## src/rtl/dac_hpf_pkg.sv

```systemverilog
// -----------------------------------------------------------------------------
// dac_hpf_pkg
// Shared constants and types for the DAC high-pass-filter multiplier scheduler:
// operand/product widths, the slice of the product that forms the state
// increment, the scheduler FSM state type and the operand-B packing helper.
// -----------------------------------------------------------------------------
package dac_hpf_pkg;

  localparam int N_DAC_DEFAULT = 8;

  localparam int DIFF_W  = 18;  // signed (sample - state)
  localparam int COEF_W  = 16;  // unsigned coefficient
  localparam int OPND_W  = 18;  // multiplier operand width
  localparam int DELTA_W = 32;  // state increment width
  localparam int PROD_W  = 36;  // multiplier product width

  // The increment is product bits [34:3]: the coefficient is pre-shifted left
  // by one in operand B, so this slice yields a signed 32-bit scaled value.
  localparam int DELTA_MSB = 34;
  localparam int DELTA_LSB = 3;

  typedef enum logic [1:0] {
    ST_IDLE  = 2'd0,
    ST_RUN   = 2'd1,
    ST_DRAIN = 2'd2
  } hpf_state_e;

  // Operand B is the coefficient as a positive signed 18-bit value, shifted by one.
  function automatic logic [OPND_W-1:0] coef_to_operand(input logic [COEF_W-1:0] coef);
    return {1'b0, coef, 1'b0};
  endfunction

endpackage

```

## src/rtl/dac_hpf_scheduler_rr_arbiter.sv

```systemverilog
// -----------------------------------------------------------------------------
// rr_arbiter
// Combinational round-robin picker. Searches i_pend starting at i_ptr and
// wrapping modulo N; the first set bit wins.
//   i_pend  : request vector
//   i_ptr   : highest-priority lane index (0..N-1)
//   o_grant : one-hot grant (all zero when nothing pending)
//   o_idx   : index of the granted lane
//   o_valid : a grant was made
// -----------------------------------------------------------------------------
module rr_arbiter #(
  parameter int N = 8,
  parameter int W = $clog2(N)
) (
  input  logic [N-1:0] i_pend,
  input  logic [W-1:0] i_ptr,
  output logic [N-1:0] o_grant,
  output logic [W-1:0] o_idx,
  output logic         o_valid
);

  logic [W:0] w_sum;

  // Scan from lowest priority to highest so the nearest pending lane is written last
  always_comb begin
    o_grant = {N{1'b0}};
    o_idx   = {W{1'b0}};
    o_valid = 1'b0;
    w_sum   = {(W+1){1'b0}};
    for (int i = N - 1; i >= 0; i--) begin
      w_sum = {1'b0, i_ptr} + (W+1)'(i);
      if (w_sum >= (W+1)'(N)) begin
        w_sum = w_sum - (W+1)'(N);
      end else begin
        w_sum = w_sum;
      end
      if (i_pend[w_sum[W-1:0]]) begin
        o_grant                = {N{1'b0}};
        o_grant[w_sum[W-1:0]]  = 1'b1;
        o_idx                  = w_sum[W-1:0];
        o_valid                = 1'b1;
      end else begin
        o_valid = o_valid;
      end
    end
  end

endmodule

```

## src/rtl/dac_hpf_scheduler.sv

```systemverilog
// -----------------------------------------------------------------------------
// dac_hpf_scheduler
// Shares one external 18x18 multiplier among N_DAC lanes for their one-pole
// HPF state updates. Lanes post one-cycle requests; the scheduler issues one
// lane per cycle round-robin, captures that lane's operands, tracks the lane
// through the multiplier latency and returns delta = product[34:3] tagged
// with the lane index.
// Ports:
//   dataclk, reset        : clock, async active-high reset
//   sample_strobe         : frame start marker (only used for overrun detect)
//   hpf_req/diff/coef     : per-lane request pulse and packed operands
//   hpf_ack               : pulse in the cycle after a lane's operands are captured
//   mult_a/mult_b/mult_p  : registered operands to / product from the multiplier
//   delta_valid/delta/delta_lane : returned state increment
//   frame_busy/frame_done : activity flag and busy->idle pulse
//   frame_overrun/lane_overrun/overrun_clr : sticky overrun flags and clear
// -----------------------------------------------------------------------------
module dac_hpf_scheduler
  import dac_hpf_pkg::*;
#(
  parameter int N_DAC    = N_DAC_DEFAULT,
  parameter int MULT_LAT = 1,
  parameter int LANE_W   = $clog2(N_DAC)
) (
  input  logic                     dataclk,
  input  logic                     reset,
  input  logic                     sample_strobe,
  input  logic [N_DAC-1:0]         hpf_req,
  input  logic [N_DAC*DIFF_W-1:0]  hpf_diff,
  input  logic [N_DAC*COEF_W-1:0]  hpf_coef,
  output logic [N_DAC-1:0]         hpf_ack,
  output logic [OPND_W-1:0]        mult_a,
  output logic [OPND_W-1:0]        mult_b,
  input  logic [PROD_W-1:0]        mult_p,
  output logic                     delta_valid,
  output logic [DELTA_W-1:0]       delta,
  output logic [LANE_W-1:0]        delta_lane,
  output logic                     frame_busy,
  output logic                     frame_done,
  output logic                     frame_overrun,
  output logic [N_DAC-1:0]         lane_overrun,
  input  logic                     overrun_clr
);

  hpf_state_e          r_state, w_state_nxt;
  logic                w_done_nxt;
  logic [N_DAC-1:0]    r_pend;
  logic [LANE_W-1:0]   r_ptr;
  logic [N_DAC-1:0]    w_gnt;
  logic [LANE_W-1:0]   w_gnt_idx;
  logic                w_gnt_valid;
  logic [N_DAC-1:0]    r_ack;
  logic [OPND_W-1:0]   r_mult_a, r_mult_b;
  // Stage 0 travels with the operand registers; stages 1..MULT_LAT cover the multiplier.
  logic [MULT_LAT:0]   r_pipe_v;
  logic [LANE_W-1:0]   r_pipe_lane [MULT_LAT+1];
  logic                r_delta_valid;
  logic [DELTA_W-1:0]  r_delta;
  logic [LANE_W-1:0]   r_delta_lane;
  logic                r_frame_done;
  logic                r_frame_ovr;
  logic [N_DAC-1:0]    r_lane_ovr;
  logic [N_DAC-1:0]    w_lane_ovr_set;
  logic                w_frame_ovr_set;
  logic                w_pipe_busy;
  logic                w_unused;

  logic [DIFF_W-1:0]   w_diff [N_DAC];
  logic [COEF_W-1:0]   w_coef [N_DAC];

  for (genvar k = 0; k < N_DAC; k++) begin : g_lane
    assign w_diff[k] = hpf_diff[k*DIFF_W +: DIFF_W];
    assign w_coef[k] = hpf_coef[k*COEF_W +: COEF_W];
  end

  rr_arbiter #(.N(N_DAC), .W(LANE_W)) u_arb (
    .i_pend  (r_pend),
    .i_ptr   (r_ptr),
    .o_grant (w_gnt),
    .o_idx   (w_gnt_idx),
    .o_valid (w_gnt_valid)
  );

  assign w_pipe_busy = |r_pipe_v;
  // A repeat request is only an overrun if the lane is not being issued this cycle.
  assign w_lane_ovr_set  = hpf_req & r_pend & ~w_gnt;
  assign w_frame_ovr_set = sample_strobe & (r_state != ST_IDLE);
  assign w_unused        = ^{mult_p[PROD_W-1], mult_p[DELTA_LSB-1:0]};

  // FSM state register
  always_ff @(posedge dataclk or posedge reset) begin
    if (reset) begin
      r_state <= ST_IDLE;
    end else begin
      r_state <= w_state_nxt;
    end
  end

  // FSM next-state: RUN while work remains to issue, DRAIN until the pipe empties
  always_comb begin
    w_state_nxt = r_state;
    w_done_nxt  = 1'b0;
    case (r_state)
      ST_IDLE: begin
        if (|r_pend) begin
          w_state_nxt = ST_RUN;
        end else begin
          w_state_nxt = ST_IDLE;
        end
      end
      ST_RUN: begin
        if (((r_pend & ~w_gnt) == {N_DAC{1'b0}}) && (hpf_req == {N_DAC{1'b0}})) begin
          w_state_nxt = ST_DRAIN;
        end else begin
          w_state_nxt = ST_RUN;
        end
      end
      ST_DRAIN: begin
        if (|r_pend) begin
          w_state_nxt = ST_RUN;
        end else if (!w_pipe_busy) begin
          w_state_nxt = ST_IDLE;
          w_done_nxt  = 1'b1;
        end else begin
          w_state_nxt = ST_DRAIN;
        end
      end
      default: begin
        w_state_nxt = ST_IDLE;
      end
    endcase
  end

  // Pending bits, round-robin pointer, operand capture and ack
  always_ff @(posedge dataclk or posedge reset) begin
    if (reset) begin
      r_pend   <= {N_DAC{1'b0}};
      r_ptr    <= {LANE_W{1'b0}};
      r_ack    <= {N_DAC{1'b0}};
      r_mult_a <= {OPND_W{1'b0}};
      r_mult_b <= {OPND_W{1'b0}};
    end else begin
      r_pend <= (r_pend & ~w_gnt) | hpf_req;
      r_ack  <= w_gnt;
      if (w_gnt_valid) begin
        r_ptr    <= (w_gnt_idx == LANE_W'(N_DAC - 1)) ? {LANE_W{1'b0}} : w_gnt_idx + LANE_W'(1);
        r_mult_a <= w_diff[w_gnt_idx];
        r_mult_b <= coef_to_operand(w_coef[w_gnt_idx]);
      end
    end
  end

  // Lane tag pipe alongside the multiplier, and delta retire register
  always_ff @(posedge dataclk or posedge reset) begin
    if (reset) begin
      r_pipe_v      <= {(MULT_LAT+1){1'b0}};
      for (int i = 0; i <= MULT_LAT; i++) begin
        r_pipe_lane[i] <= {LANE_W{1'b0}};
      end
      r_delta_valid <= 1'b0;
      r_delta       <= {DELTA_W{1'b0}};
      r_delta_lane  <= {LANE_W{1'b0}};
    end else begin
      r_pipe_v       <= {r_pipe_v[MULT_LAT-1:0], w_gnt_valid};
      r_pipe_lane[0] <= w_gnt_idx;
      for (int i = 1; i <= MULT_LAT; i++) begin
        r_pipe_lane[i] <= r_pipe_lane[i-1];
      end
      r_delta_valid <= r_pipe_v[MULT_LAT];
      if (r_pipe_v[MULT_LAT]) begin
        r_delta      <= mult_p[DELTA_MSB:DELTA_LSB];
        r_delta_lane <= r_pipe_lane[MULT_LAT];
      end
    end
  end

  // Frame-done pulse and sticky overrun flags (a coincident set beats the clear)
  always_ff @(posedge dataclk or posedge reset) begin
    if (reset) begin
      r_frame_done <= 1'b0;
      r_frame_ovr  <= 1'b0;
      r_lane_ovr   <= {N_DAC{1'b0}};
    end else begin
      r_frame_done <= w_done_nxt;
      if (overrun_clr) begin
        r_frame_ovr <= w_frame_ovr_set;
        r_lane_ovr  <= w_lane_ovr_set;
      end else begin
        r_frame_ovr <= r_frame_ovr | w_frame_ovr_set;
        r_lane_ovr  <= r_lane_ovr | w_lane_ovr_set;
      end
    end
  end

  assign hpf_ack       = r_ack;
  assign mult_a        = r_mult_a;
  assign mult_b        = r_mult_b;
  assign delta_valid   = r_delta_valid;
  assign delta         = r_delta;
  assign delta_lane    = r_delta_lane;
  assign frame_busy    = (r_state != ST_IDLE);
  assign frame_done    = r_frame_done;
  assign frame_overrun = r_frame_ovr;
  assign lane_overrun  = r_lane_ovr;

endmodule
```

## config.mk

```make
export PLATFORM = sky130hd
export DESIGN_NAME = dac_hpf_scheduler
export DESIGN_NICKNAME = d
export VERILOG_FILES = /design/src/rtl/dac_hpf_pkg.sv /design/src/rtl/dac_hpf_scheduler_rr_arbiter.sv /design/src/rtl/dac_hpf_scheduler.sv
export SDC_FILE = /design/constraint.sdc
export NUM_CORES = 1
export LEC_CHECK = 0
export ABC_AREA = 1
export ABC_CLOCK_PERIOD_IN_PS = 3500
export CAP_MARGIN = 10
export CORE_MARGIN = 5
export CORE_UTILIZATION = 33
export CTS_CLUSTER_DIAMETER = 40
export DETAILED_ROUTE_END_ITERATION = 10
export GPL_ROUTABILITY_DRIVEN = 1
export GPL_TIMING_DRIVEN = 0
export PLACE_DENSITY = 0.73
export SYNTH_ARGS = -nofsm -noshare
export SYNTH_HDL_FRONTEND = slang
export SYNTH_SLANG_ARGS = --single-unit
```

## constraint.sdc

```tcl
create_clock -name dataclk -period 3.5 [get_ports dataclk]
set_input_delay 0.7 -clock dataclk [delete_from_list [all_inputs] [get_ports dataclk]]
set_output_delay 0.7 -clock dataclk [all_outputs]
set_load 0.005 [all_outputs]
```

==> tab_implementation.tex <==
\begin{tabular}{lr}
\hline
Metric & Value \\
\hline
\multicolumn{2}{l}{\textbf{Critical path}} \\
Master of the slowest instance on the critical path & dfrtp\_1 \\
Critical path type & register to register \\
Element type at the critical path end & register \\
Worst endpoint data arrival time & 3.47 ns \\
Type of element launching the critical path & register \\
Register-to-register path setup slack & 0.27 ns \\
Required time at the endpoint of the critical path & 3.73 ns \\
CP cell instances & buf\_6, inv\_8, ha\_4, inv\_4, buf\_8, nand3\_1, nand3\_2, nand2\_4, nand2\_1, inv\_2, o21ai\_1, nand2\_1, nand2\_4, nand2\_4, buf\_6, buf\_4, ha\_1, ha\_1, nand2\_1, o21ai\_0 \\
Critical-path maximum fanout & 18 \\
Slowest stage delay, CP & 0.40 ns \\
\multicolumn{2}{l}{\textbf{Clocking}} \\
H-tree depth & 3 \\
Clock Tree Buf Depth & 2 \\
Total CTS buffers & 9 \\
Clock latency of the later-clocked register in the worst-skew pair & 0.37 ns \\
Clock tree from TritonCTS & done \\
Cts-stage hold buffer count & 0 \\
Buffer type at the clock tree root & clkbuf\_16 \\
Sinks on Clock Net & 109 \\
Clk pin slew, worst setup/hold paths & 0.08 ns \\
\multicolumn{2}{l}{\textbf{GRT}} \\
Grt peak-use layer & met2 \\
Aggregate global routing overflow & 0 \\
Vias in the first global route & 10400 \\
Pin count of the biggest net entering global routing & 41 \\
Global Route met2 Usage & 46.6\% \\
Global-route met1 utilization & 33.9\% \\
Met3 Use GR & 5.41\% \\
First-pass GRT wire length & 60.1 mm \\
Antenna violations before repair & 4 \\
Global-route total usage across every layer & 26.9\% \\
\multicolumn{2}{l}{\textbf{Route}} \\
Average wire per cell in the routed design & 18.8 um \\
Post-route ant nets & 0 \\
Detailed-routing iteration count for the pre-antenna-repair pass & 5 \\
Vias & 10900 \\
Count of unresolved DRC violations after routing & 0 \\
Routed wire length & 40.8 mm \\
Via count normalized by instance count & 5.00 \\
Number of DRC markers after the initial detailed-route iteration & 962 \\
\multicolumn{2}{l}{\textbf{Place}} \\
Port Buffer Count & 403 \\
Placer Congestion & 0.945 \\
Placed standard-cell area & 0.0129 mm\^{}2 \\
HPWL after detailed placement & 33.6 mm \\
\multicolumn{2}{l}{\textbf{Finish}} \\
Area of all placed cells without fillers & 0.0133 mm\^{}2 \\
Number of filler cells placed in the layout & 2542 \\
Area added between synthesis and finish & 58.1\% \\
Fraction of layout instances using a drive strength above 1 & 5.97\% \\
Commonest non-fill, non-tap cell in the layout & nand2\_1 \\
Core utilization of the finished layout & 53.0\% \\
Leading cell types in the layout, fill and taps excluded & nand2\_1, clkdlybuf4s50\_1, nand3\_1, dfrtp\_1, nor2\_1 \\
Nets & 2166 \\
\multicolumn{2}{l}{\textbf{Yosys}} \\
Synthesis-stage register bit count & 109 \\
Sequential area share after synthesis & 32.3\% \\
Count of cell types in the netlist & 33 \\
Area of the mapped netlist & 0.00844 mm\^{}2 \\
Mean post-synth cell area & 5.95 um\^{}2 \\
Synth warnings & 0 \\
Syn Inst Count & 1419 \\
\multicolumn{2}{l}{\textbf{Outcome}} \\
Outcome & complete, no violations \\
\multicolumn{2}{l}{\textbf{Timing}} \\
Final setup violating endpoints & 0 \\
Final period utilization & 92.3\% \\
Transition at the pin with the smallest max-transition slack & 0.747 ns \\
Final hold violation count & 0 \\
Max-slew violation count & 0 \\
Normalized max-slew margin & 50.1\% \\
Time the worst path needs with I/O delays and setup & 3.23 ns \\
Summed negative setup slack over all endpoints & 0 ns \\
Largest clock skew in the final design & 0.0183 ns \\
Setup repair after global routing missed its margin & false \\
Maximum operating frequency & 310 MHz \\
\multicolumn{2}{l}{\textbf{Floorplanning}} \\
Ports & 411 \\
Core Box Area & 0.0252 mm\^{}2 \\
Die Footprint & 0.0289 mm\^{}2 \\
X dimension of the die & 170 um \\
Chip Height & 170 um \\
Initial core utilization & 33.5\% \\
Number of placement rows & 58 \\
\multicolumn{2}{l}{\textbf{Run}} \\
Maxcap violations & 0 \\
\multicolumn{2}{l}{\textbf{Min path}} \\
HP Class & register to register \\
\hline
\end{tabular}
[timing repair]
action / 4_1_cts / 5_1_grt
setup endpoints to repair: 43 / 31
gates resized for setup: 9 / 16
pin swaps: 0 / 2
buffers inserted: 0 / 4
gates cloned: 0 / 0
[final timing paths]
path | start | to | cells past startpoint
max in group asynchronous | reset | r_ptr[1] | 3
setup reg to reg | r_ptr[0] | r_ptr[2] | 20
setup / recovery | r_ptr[0] | r_ptr[2] | 20
hold reg to reg | r_pipe_lane[3] | r_pipe_lane[0] | 0
hold / removal | r_pipe_lane[3] | r_pipe_lane[0] | 0
min in group asynchronous | reset | delta[23] | 2
[routing by layer]
layer  routed length, um  up-vias
met5                  21        -
met4                1230        4
met3                3140       73
met2               20100      491
met1               16400     4970
li1                    -     5334
[worst max-delay path: cells and delay by family, from the launching register on]
kind / cells / cell delay [ns]
and+or+nand+nor: 8 / 0.88
AOI/OAI and AO/OA: 2 / 0.19
buffers and inverters: 7 / 0.87
DFF: 1 / 0.40
adders and majority gates: 3 / 0.72
[registers in the layout, indices dropped and copies added, names as in the netlist, 3 cells and up]
signal,count
mult_a,18
hpf_ack,8
delta_lane,3
r_ptr,3
lane_overrun,8
mult_b,16
delta,32
r_pipe_lane,6
r_pend,8
[stage by stage]
| step | hold WS, ns | std cells | setup WS [ns] |
|---|---|---|---|
| floorplan | 0.331 | 1420 | 0.181 |
| global route | 0.381 | 2175 | 0.0941 |
| finish | 0.358 | 2176 | 0.269 |
| CTS | 0.364 | 2169 | 0.0971 |
| global placement | 0.334 | 2153 | -0.563 |
| detailed placement | 0.346 | 2155 | -0.574 |
[cells in the mapped netlist, drive strengths merged]
library cell,number,area [um^2]
buf,55,409
ha,8,100
a21oi,23,115
nor2,49,186
nor4,1,6.26
nand3,254,1280
o21ai,20,100
nor3,14,75.1
clkinv,2,7.51
or4,2,15.0
or2,6,37.5
o22ai,4,25.0
inv,54,210
o31ai,1,7.51
nand2,776,2970
o21bai,1,7.51
conb,1,3.75
nand4,2,12.5
clkbuf,35,131
dfrtp,109,2730
o211ai,2,15.0
[final cells by class]
type / instances / area (um^2) / share of cell area, %
multi-input cells: 1165 / 4990 / 37.4
repair buffers: 409 / 4100 / 30.8
flip-flops and latches: 109 / 2730 / 20.4
plain buffers: 88 / 561 / 4.20
well taps: 330 / 413 / 3.09
clock buffers: 10 / 239 / 1.79
inverters: 56 / 235 / 1.76
clock inverters: 6 / 62.6 / 0.469
diodes: 3 / 7.51 / 0.0563
[cells by family after synthesis]
logic type,count (synthesis),synth area share (%)
buffers and inverters,146,8.98
and+or+nand+nor,1104,54.3
AOI/OAI and AO/OA,51,3.20
DFF,109,32.3
other,1,0.0444
adders and majority gates,8,1.19
Power is not shown: default switching activity piles up to over one toggle a cycle in this logic, so the estimate is an artifact.
